**src/rtl/mcsi2_pkg.sv**
```systemverilog
// Shared CSI-2 definitions for the capture path: datatype codes, FSM state codes
// and the beat record carried through the skid FIFO.
package mcsi2_pkg;

    localparam logic [5:0] DT_YUV422_8  = 6'h1E;
    localparam logic [5:0] DT_RAW8      = 6'h2A;
    localparam logic [5:0] DT_RGB888    = 6'h24;
    localparam logic [5:0] DT_LONG_MIN  = 6'h13;

    localparam logic [1:0] ST_IDLE  = 2'd0;
    localparam logic [1:0] ST_SYNC  = 2'd1;
    localparam logic [1:0] ST_CAP   = 2'd2;
    localparam logic [1:0] ST_DRAIN = 2'd3;

    typedef struct packed {
        logic        eof;
        logic        eol;
        logic        sof;
        logic [15:0] pix;
    } beat_t;

    // Only long packets carry payload lines worth capturing.
    function automatic logic dt_match(input logic [5:0] dt, input logic [5:0] cfg);
        return (dt == cfg) && (dt >= DT_LONG_MIN);
    endfunction

endpackage

```
**src/rtl/mcsi2_skid_fifo.sv**
```systemverilog
// Small synchronous FIFO absorbing the decoder read latency; reports free entries
// so the read enable can be withheld before the FIFO can overflow.
module mcsi2_skid_fifo #(
    parameter int pDepth = 4,
    parameter int pWidth = 19
) (
    input  logic                      clk,
    input  logic                      rst,
    input  logic                      push,
    input  logic                      pop,
    input  logic [pWidth-1:0]         din,
    output logic [pWidth-1:0]         dout,
    output logic                      full,
    output logic                      empty,
    output logic [$clog2(pDepth):0]   free
);
    localparam int AW = $clog2(pDepth);
    localparam int CW = AW + 1;

    logic [pWidth-1:0] mem [pDepth];
    logic [AW-1:0]     wr_ptr, rd_ptr;
    logic [CW-1:0]     count;
    logic              do_push, do_pop;

    assign full    = (count == CW'(pDepth));
    assign empty   = (count == '0);
    assign free    = CW'(pDepth) - count;
    assign dout    = mem[rd_ptr];
    assign do_push = push && !full;
    assign do_pop  = pop && !empty;

    always_ff @(posedge clk) begin
        if (do_push) mem[wr_ptr] <= din;
    end

    always_ff @(posedge clk) begin
        if (rst) begin
            wr_ptr <= '0;
            rd_ptr <= '0;
            count  <= '0;
        end else begin
            if (do_push) wr_ptr <= wr_ptr + AW'(1);
            if (do_pop)  rd_ptr <= rd_ptr + AW'(1);
            case ({do_push, do_pop})
                2'b10:   count <= count + CW'(1);
                2'b01:   count <= count - CW'(1);
                default: count <= count;
            endcase
        end
    end

endmodule

```
**src/rtl/mcsi2_frame_capture_ctrl.sv**
```systemverilog
// Paces decoder reads and frames long-packet payload beats into lines and frames,
// forwarding matching lines with SOF/EOL/EOF markers on a valid/ready stream.
module mcsi2_frame_capture_ctrl
    import mcsi2_pkg::*;
#(
    parameter int pSkidDepth  = 4,
    parameter int pLineCntBit = 12
) (
    input  logic                   iSCLK,
    input  logic                   iSRST,
    input  logic                   iCapEn,
    input  logic [5:0]             iCfgDatatype,
    input  logic [pLineCntBit-1:0] iCfgLines,
    input  logic [31:0]            iHsPixel,
    input  logic [5:0]             iHsDatatype,
    input  logic [15:0]            iHsWordCnt,
    input  logic                   iHsValid,
    input  logic                   iCddFifoFull,
    output logic                   oEdv,
    output logic [15:0]            oPixel,
    output logic                   oSof,
    output logic                   oEol,
    output logic                   oEof,
    output logic                   oVd,
    input  logic                   iRdy,
    output logic                   oBusy,
    output logic [15:0]            oFrameCnt,
    output logic                   oLenErr,
    output logic                   oOvfErr
);
    localparam int CW = $clog2(pSkidDepth) + 1;

    logic [1:0]             state;
    logic [14:0]            beat_cnt, line_len, cur_len;
    logic                   line_cap, sof_pend;
    logic [pLineCntBit-1:0] line_cnt, lines_eff;
    logic                   first, cur_cap, last_beat, eof_beat, cap_beat;
    logic                   push, pop, full, empty;
    logic [CW-1:0]          free;
    beat_t                  push_beat, pop_beat;
    logic                   unused_ok;

    assign unused_ok = &{1'b0, iHsPixel[31:16], iHsWordCnt[0]};
    assign lines_eff = (iCfgLines == '0) ? pLineCntBit'(1) : iCfgLines;
    assign oEdv      = ((state == ST_SYNC) || (state == ST_CAP)) && (free >= CW'(3));
    assign oBusy     = (state != ST_IDLE);

    // Line attributes come live from the decoder on the first beat, from registers afterwards.
    always_comb begin
        first     = (beat_cnt == '0);
        cur_len   = first ? iHsWordCnt[15:1] : line_len;
        cur_cap   = first ? (((state == ST_SYNC) || (state == ST_CAP)) &&
                             dt_match(iHsDatatype, iCfgDatatype) && (iHsWordCnt[15:1] != '0))
                          : line_cap;
        last_beat = (beat_cnt == cur_len - 15'd1);
        eof_beat  = last_beat && (line_cnt >= lines_eff - pLineCntBit'(1));
        cap_beat  = iHsValid && cur_cap;
        push      = cap_beat && !full;
        push_beat = {eof_beat, last_beat, (state == ST_SYNC) || sof_pend, iHsPixel[15:0]};
        pop       = !empty && (!oVd || iRdy);
    end

    mcsi2_skid_fifo #(
        .pDepth (pSkidDepth),
        .pWidth ($bits(beat_t))
    ) u_skid (
        .clk   (iSCLK),
        .rst   (iSRST),
        .push  (push),
        .pop   (pop),
        .din   (push_beat),
        .dout  (pop_beat),
        .full  (full),
        .empty (empty),
        .free  (free)
    );

    always_ff @(posedge iSCLK) begin
        if (iSRST) begin
            state    <= ST_IDLE;
            beat_cnt <= '0;
            line_len <= '0;
            line_cap <= 1'b0;
            line_cnt <= '0;
            sof_pend <= 1'b0;
            oLenErr  <= 1'b0;
            oOvfErr  <= 1'b0;
        end else begin
            if (iCddFifoFull && (state != ST_IDLE)) oOvfErr <= 1'b1;
            if (iHsValid) begin
                if (first) begin
                    line_len <= cur_len;
                    line_cap <= cur_cap;
                end
                // A zero-length line is consumed by its single beat; the counter stays at 0.
                if (first && (cur_len == '0)) oLenErr <= 1'b1;
                else if (last_beat)           beat_cnt <= '0;
                else                          beat_cnt <= beat_cnt + 15'd1;
                if (cap_beat && full) oLenErr <= 1'b1;
            end
            case (state)
                ST_IDLE: if (iCapEn) state <= ST_SYNC;
                ST_SYNC, ST_CAP: begin
                    if (cap_beat) begin
                        sof_pend <= 1'b0;
                        state    <= ST_CAP;
                        if (last_beat) begin
                            if (eof_beat) begin
                                line_cnt <= '0;
                                sof_pend <= iCapEn;
                                state    <= iCapEn ? ST_CAP : ST_DRAIN;
                            end else begin
                                line_cnt <= line_cnt + pLineCntBit'(1);
                            end
                        end
                    end
                end
                ST_DRAIN: if (empty) state <= ST_IDLE;
                default:  state <= ST_IDLE;
            endcase
        end
    end

    always_ff @(posedge iSCLK) begin
        if (iSRST) begin
            oVd       <= 1'b0;
            oPixel    <= '0;
            oSof      <= 1'b0;
            oEol      <= 1'b0;
            oEof      <= 1'b0;
            oFrameCnt <= '0;
        end else begin
            if (pop) begin
                oVd                          <= 1'b1;
                {oEof, oEol, oSof, oPixel}   <= pop_beat;
            end else if (iRdy) begin
                oVd <= 1'b0;
            end
            if (oVd && iRdy && oEof) oFrameCnt <= oFrameCnt + 16'd1;
        end
    end

endmodule

```
**config.mk**
```make
export PLATFORM = sky130hd
export DESIGN_NAME = mcsi2_frame_capture_ctrl
export DESIGN_NICKNAME = d
export VERILOG_FILES = /design/src/rtl/mcsi2_pkg.sv /design/src/rtl/mcsi2_skid_fifo.sv /design/src/rtl/mcsi2_frame_capture_ctrl.sv
export SDC_FILE = /design/constraint.sdc
export NUM_CORES = 1
export LEC_CHECK = 0
export CAP_MARGIN = 40
export CORE_ASPECT_RATIO = 0.8
export CORE_UTILIZATION = 35
export DETAILED_ROUTE_END_ITERATION = 8
export GPL_ROUTABILITY_DRIVEN = 0
export PLACE_DENSITY = 0.54
export RECOVER_POWER = 50
export SYNTH_ARGS = -nofsm -noshare
export SYNTH_HDL_FRONTEND = slang
export SYNTH_SLANG_ARGS = --single-unit
export TNS_END_PERCENT = 50
```
**constraint.sdc**
```tcl
create_clock -name iSCLK -period 10.2 [get_ports iSCLK]
set_clock_uncertainty 0.15 [all_clocks]
set_input_delay 1.53 -clock iSCLK [delete_from_list [all_inputs] [get_ports iSCLK]]
set_output_delay 1.53 -clock iSCLK [all_outputs]
set_load 0.01 [all_outputs]
```
==> summary.txt <==
Cells and area
  • Layout area overhead: 24.37%
  • Post-Route Utilization: 0.4510
  • Sequential cell area: 0.004104 sq mm
  • Final net count: 1023
  • Design area: 0.01031 sq mm
  • Most common cell after layout, fill and taps aside: nand2_1
  • # diodes: 0
  • Fill cells: 2145
  • Multi-input logic area: 0.003902 sq mm
  • Commonest non-fill, non-tap cells in the layout: nand2_1 (113), dfxtp_1 (91), edfxtp_1 (76)
  • Layout cells sized above 1: 0.08091
  • Post-Layout Cell Count: 1233

Floorplan
  • CORE AREA: 0.02287 sq mm
  • Die ar.: 0.02432 sq mm
  • Die width: 174.1 um
  • Io pins: 118
  • Num rows: 49
  • Starting density of the core: 0.3626
  • DIE HEIGHT: 139.7 um

Clock network
  • CTS Buf Count: 17
  • Post CTS Setup Buffer Count: 0
  • Hold_buf cts: 0
  • Clk slew on worst S/H paths: 0.08 ns
  • CTS tree: built
  • CTS H-tree lvls: 4
  • Clock Sinks: 167
  • Post-CTS resize count: 0
  • Max clock buf depth: 2
  • Root buffer cell: clkbuf_16
  • Clock latency on the worst-skew pair: 0.43 ns

Timing
  • Total Neg Setup Slack: 0 ns
  • Slew HR: -1.212
  • RSZ-0062 raised after global routing: no
  • Slew at the pin with the worst max-slew slack: 3.319 ns
  • Fin crit share: 0.5113
  • Hold Vio Cnt, Final: 0
  • FMAX: 191.7 MHz
  • Fin crit period: 5.216 ns
  • # setup viols final: 0
  • Final Max Tran Viols: 69

Place
  • IO buf count: 100
  • Final HPWL DP: 13.87 mm
  • Number of cells in the design after placement: 1200
  • Placed Area: 0.009673 sq mm

Global routing
  • All-Layer GR Usage: 0.1718
  • Gr busiest metal: met1
  • First-pass GRT wire length: 32.83 mm
  • Met2 Use GR: 0.2478
  • Met1 Use GR: 0.2516
  • Grt ovf: 0
  • Vias in the first global route: 6058
  • Largest net degree at the start of global routing: 69
  • Initial antenna violation count: 0
  • GRT met3 Usage: 0.04126

Min path
  • Min-delay src: oPixel[5]$_SDFFE_PP0P_
  • Worst Hold End: oPixel[5]$_SDFFE_PP0P_
  • Min-Delay Path Class: flip-flop to flip-flop
  • Hold path depth: 2

Critical path
  • Critical path required time: 10.37 ns
  • Reg2reg setup slack: 5.45 ns
  • CP startpoint kind: input port
  • R2r worst-path depth: 13
  • Worst-path fanout max: 5
  • Crit. End Element: flip-flop
  • FF-to-FF End: beat_cnt[2]$_SDFFE_PP0P_
  • Reg2reg start: beat_cnt[6]$_SDFFE_PP0P_
  • Critical Path AT: 5.38 ns
  • Setup CP Type: input port to flip-flop

Power and ir drop
  • Pwr per Cell Area: 187.3 mW/mm^2
  • Switching Share: 0.3245
  • Logic pwr share: 0.239
  • Static leakage: 0.003616 uW
  • Net Switching: 626.9 uW
  • Int Pwr: 1305 uW
  • Total power: 1932 uW
  • Clock power frac: 0.354
  • Sequential Power Share: 0.408
  • Max rail drop VDD: 0.1174 mV

Outcome
  • Failing checks: max-capacitance violations, max-slew violations
  • Status: complete, but fails checks

Synthesis
  • Synth top area cells: edfxtp_1 (28%), dfxtp_1 (22%), mux4_2 (5.2%)
  • Async S/R FF share, synth: 0
  • Top cell type's share of synthesized area: 0.2752
  • Yosys cell types: 61
  • Mean post-synth cell area: 10.11 sq um
  • Syn Nets: 929
  • Mapped Area: 0.008293 sq mm
  • Synth Register Bits: 167
  • Post-synth top flop: dfxtp_1
  • Seq/Total Area, Yosys: 0.4949
  • Post-synth EDFFs: 76
  • Area leader, netlist: edfxtp_1
  • Synth warn: 0
  • Mapped Cells: 820

Route
  • Initial DRC Count: 411
  • Via count: 6323
  • Routed Antenna Nets: 0
  • Final wirelength: 20.10 mm
  • Per-cell routed wire length: 16.30 um
  • DR pass1 iterations: 4
  • Vias/cell: 5.128
  • Post-route DRC: 0

Run
  • Max-cap violations: 1
[worst max-delay path, cell delays in order]
cell and delay (ns):
clkdlybuf4s50_1 0.49, nor4_1 0.68, a31oi_1 0.29, nand2_1 0.18
inv_1 0.07, nand2_1 0.09, nor2_1 0.06, xnor2_1 0.13
ha_1 0.29, a21o_1 0.16, a21o_1 0.17, a21oi_1 0.14
o31ai_1 0.08, a31oi_1 0.48, nand2_1 0.09, or3_1 0.31
a21oi_1 0.13
[cells in the mapped netlist (all sizes together) (19+ instances only)]
cell / count
nand3: 22
dfxtp: 91
nand2: 114
clkbuf: 28
nor3: 19
nor2: 67
a21oi: 68
edfxtp: 76
xnor2: 36
inv: 35
xor2: 22
mux4: 19
ha: 30
[routing by layer]
| layer | vias to the layer above | wire length, um |
|---|---|---|
| li1 | 3164 | - |
| met1 | 2966 | 10160 |
| met2 | 183 | 8606 |
| met3 | 10 | 1155 |
| met4 | 0 | 176 |
| met5 | - | 0 |
[cell type report]
cell class,count,area share
Inverter,35,0.01274
Multi-Input combinational cell,579,0.3784
Tap cell,306,0.03712
Timing Repair Buffer,114,0.1119
Clock inverter,15,0.02074
Sequential cell,167,0.3979
Clock buffer,17,0.04125
[power groups by stage]
stage | Sequential, uW | Clock (uW) | Combinational, uW
6_report | 788 | 684 | 461
5_1_grt | 796 | 732 | 511
4_1_cts | 790 | 701 | 482
3_5_place_dp | 805 | 0 | 479
3_3_place_gp | 810 | 0 | 470
2_1_floorplan | 807 | 0 | 271
[per-stage QoR]
step / hold WS [ns] / setup slack (ns)
floorplan: 0.2772 / 5.717
global placement: 0.2941 / 4.334
detailed placement: 0.2958 / 4.587
CTS: 0.3072 / 5.006
global route: 0.3249 / 4.675
finish: 0.3024 / 4.984
[kinds of logic after synthesis]
kind of cell / Yosys count / share of synthesized area
and+or+nand+nor: 309 / 0.1818
DFF: 167 / 0.4949
AOI/OAI and AO/OA: 149 / 0.1124
buffers and inverters: 74 / 0.03455
xor gates and xnor gates: 58 / 0.06125
muxes: 32 / 0.06744
adders and majority gates: 31 / 0.04768
[worst max-delay path by stage]
stage / end / slack (ns) / startpoint
floorplan: line_cnt[1]$_SDFFE_PP0P_ / 5.72 / iCfgLines[2]
global placement: beat_cnt[8]$_SDFFE_PP0P_ / 4.33 / iHsWordCnt[4]
detailed placement: line_cnt[1]$_SDFFE_PP0P_ / 4.59 / iCfgLines[2]
CTS: line_cnt[1]$_SDFFE_PP0P_ / 5.01 / iCfgLines[2]
global route: line_cnt[1]$_SDFFE_PP0P_ / 4.68 / iCfgLines[2]
finish: line_cnt[1]$_SDFFE_PP0P_ / 4.98 / iCfgLines[2]
[state kept, by name, indices dropped and copies added, names as in the netlist, 2 cells and up]
signal	cells
u_skid.rd_ptr	2
line_cnt	12
oFrameCnt	16
oPixel	16
u_skid.mem	76
u_skid.count	3
u_skid.wr_ptr	2
beat_cnt	15
state	2
line_len	15
Note: power is estimated with default switching activity, not from simulation.
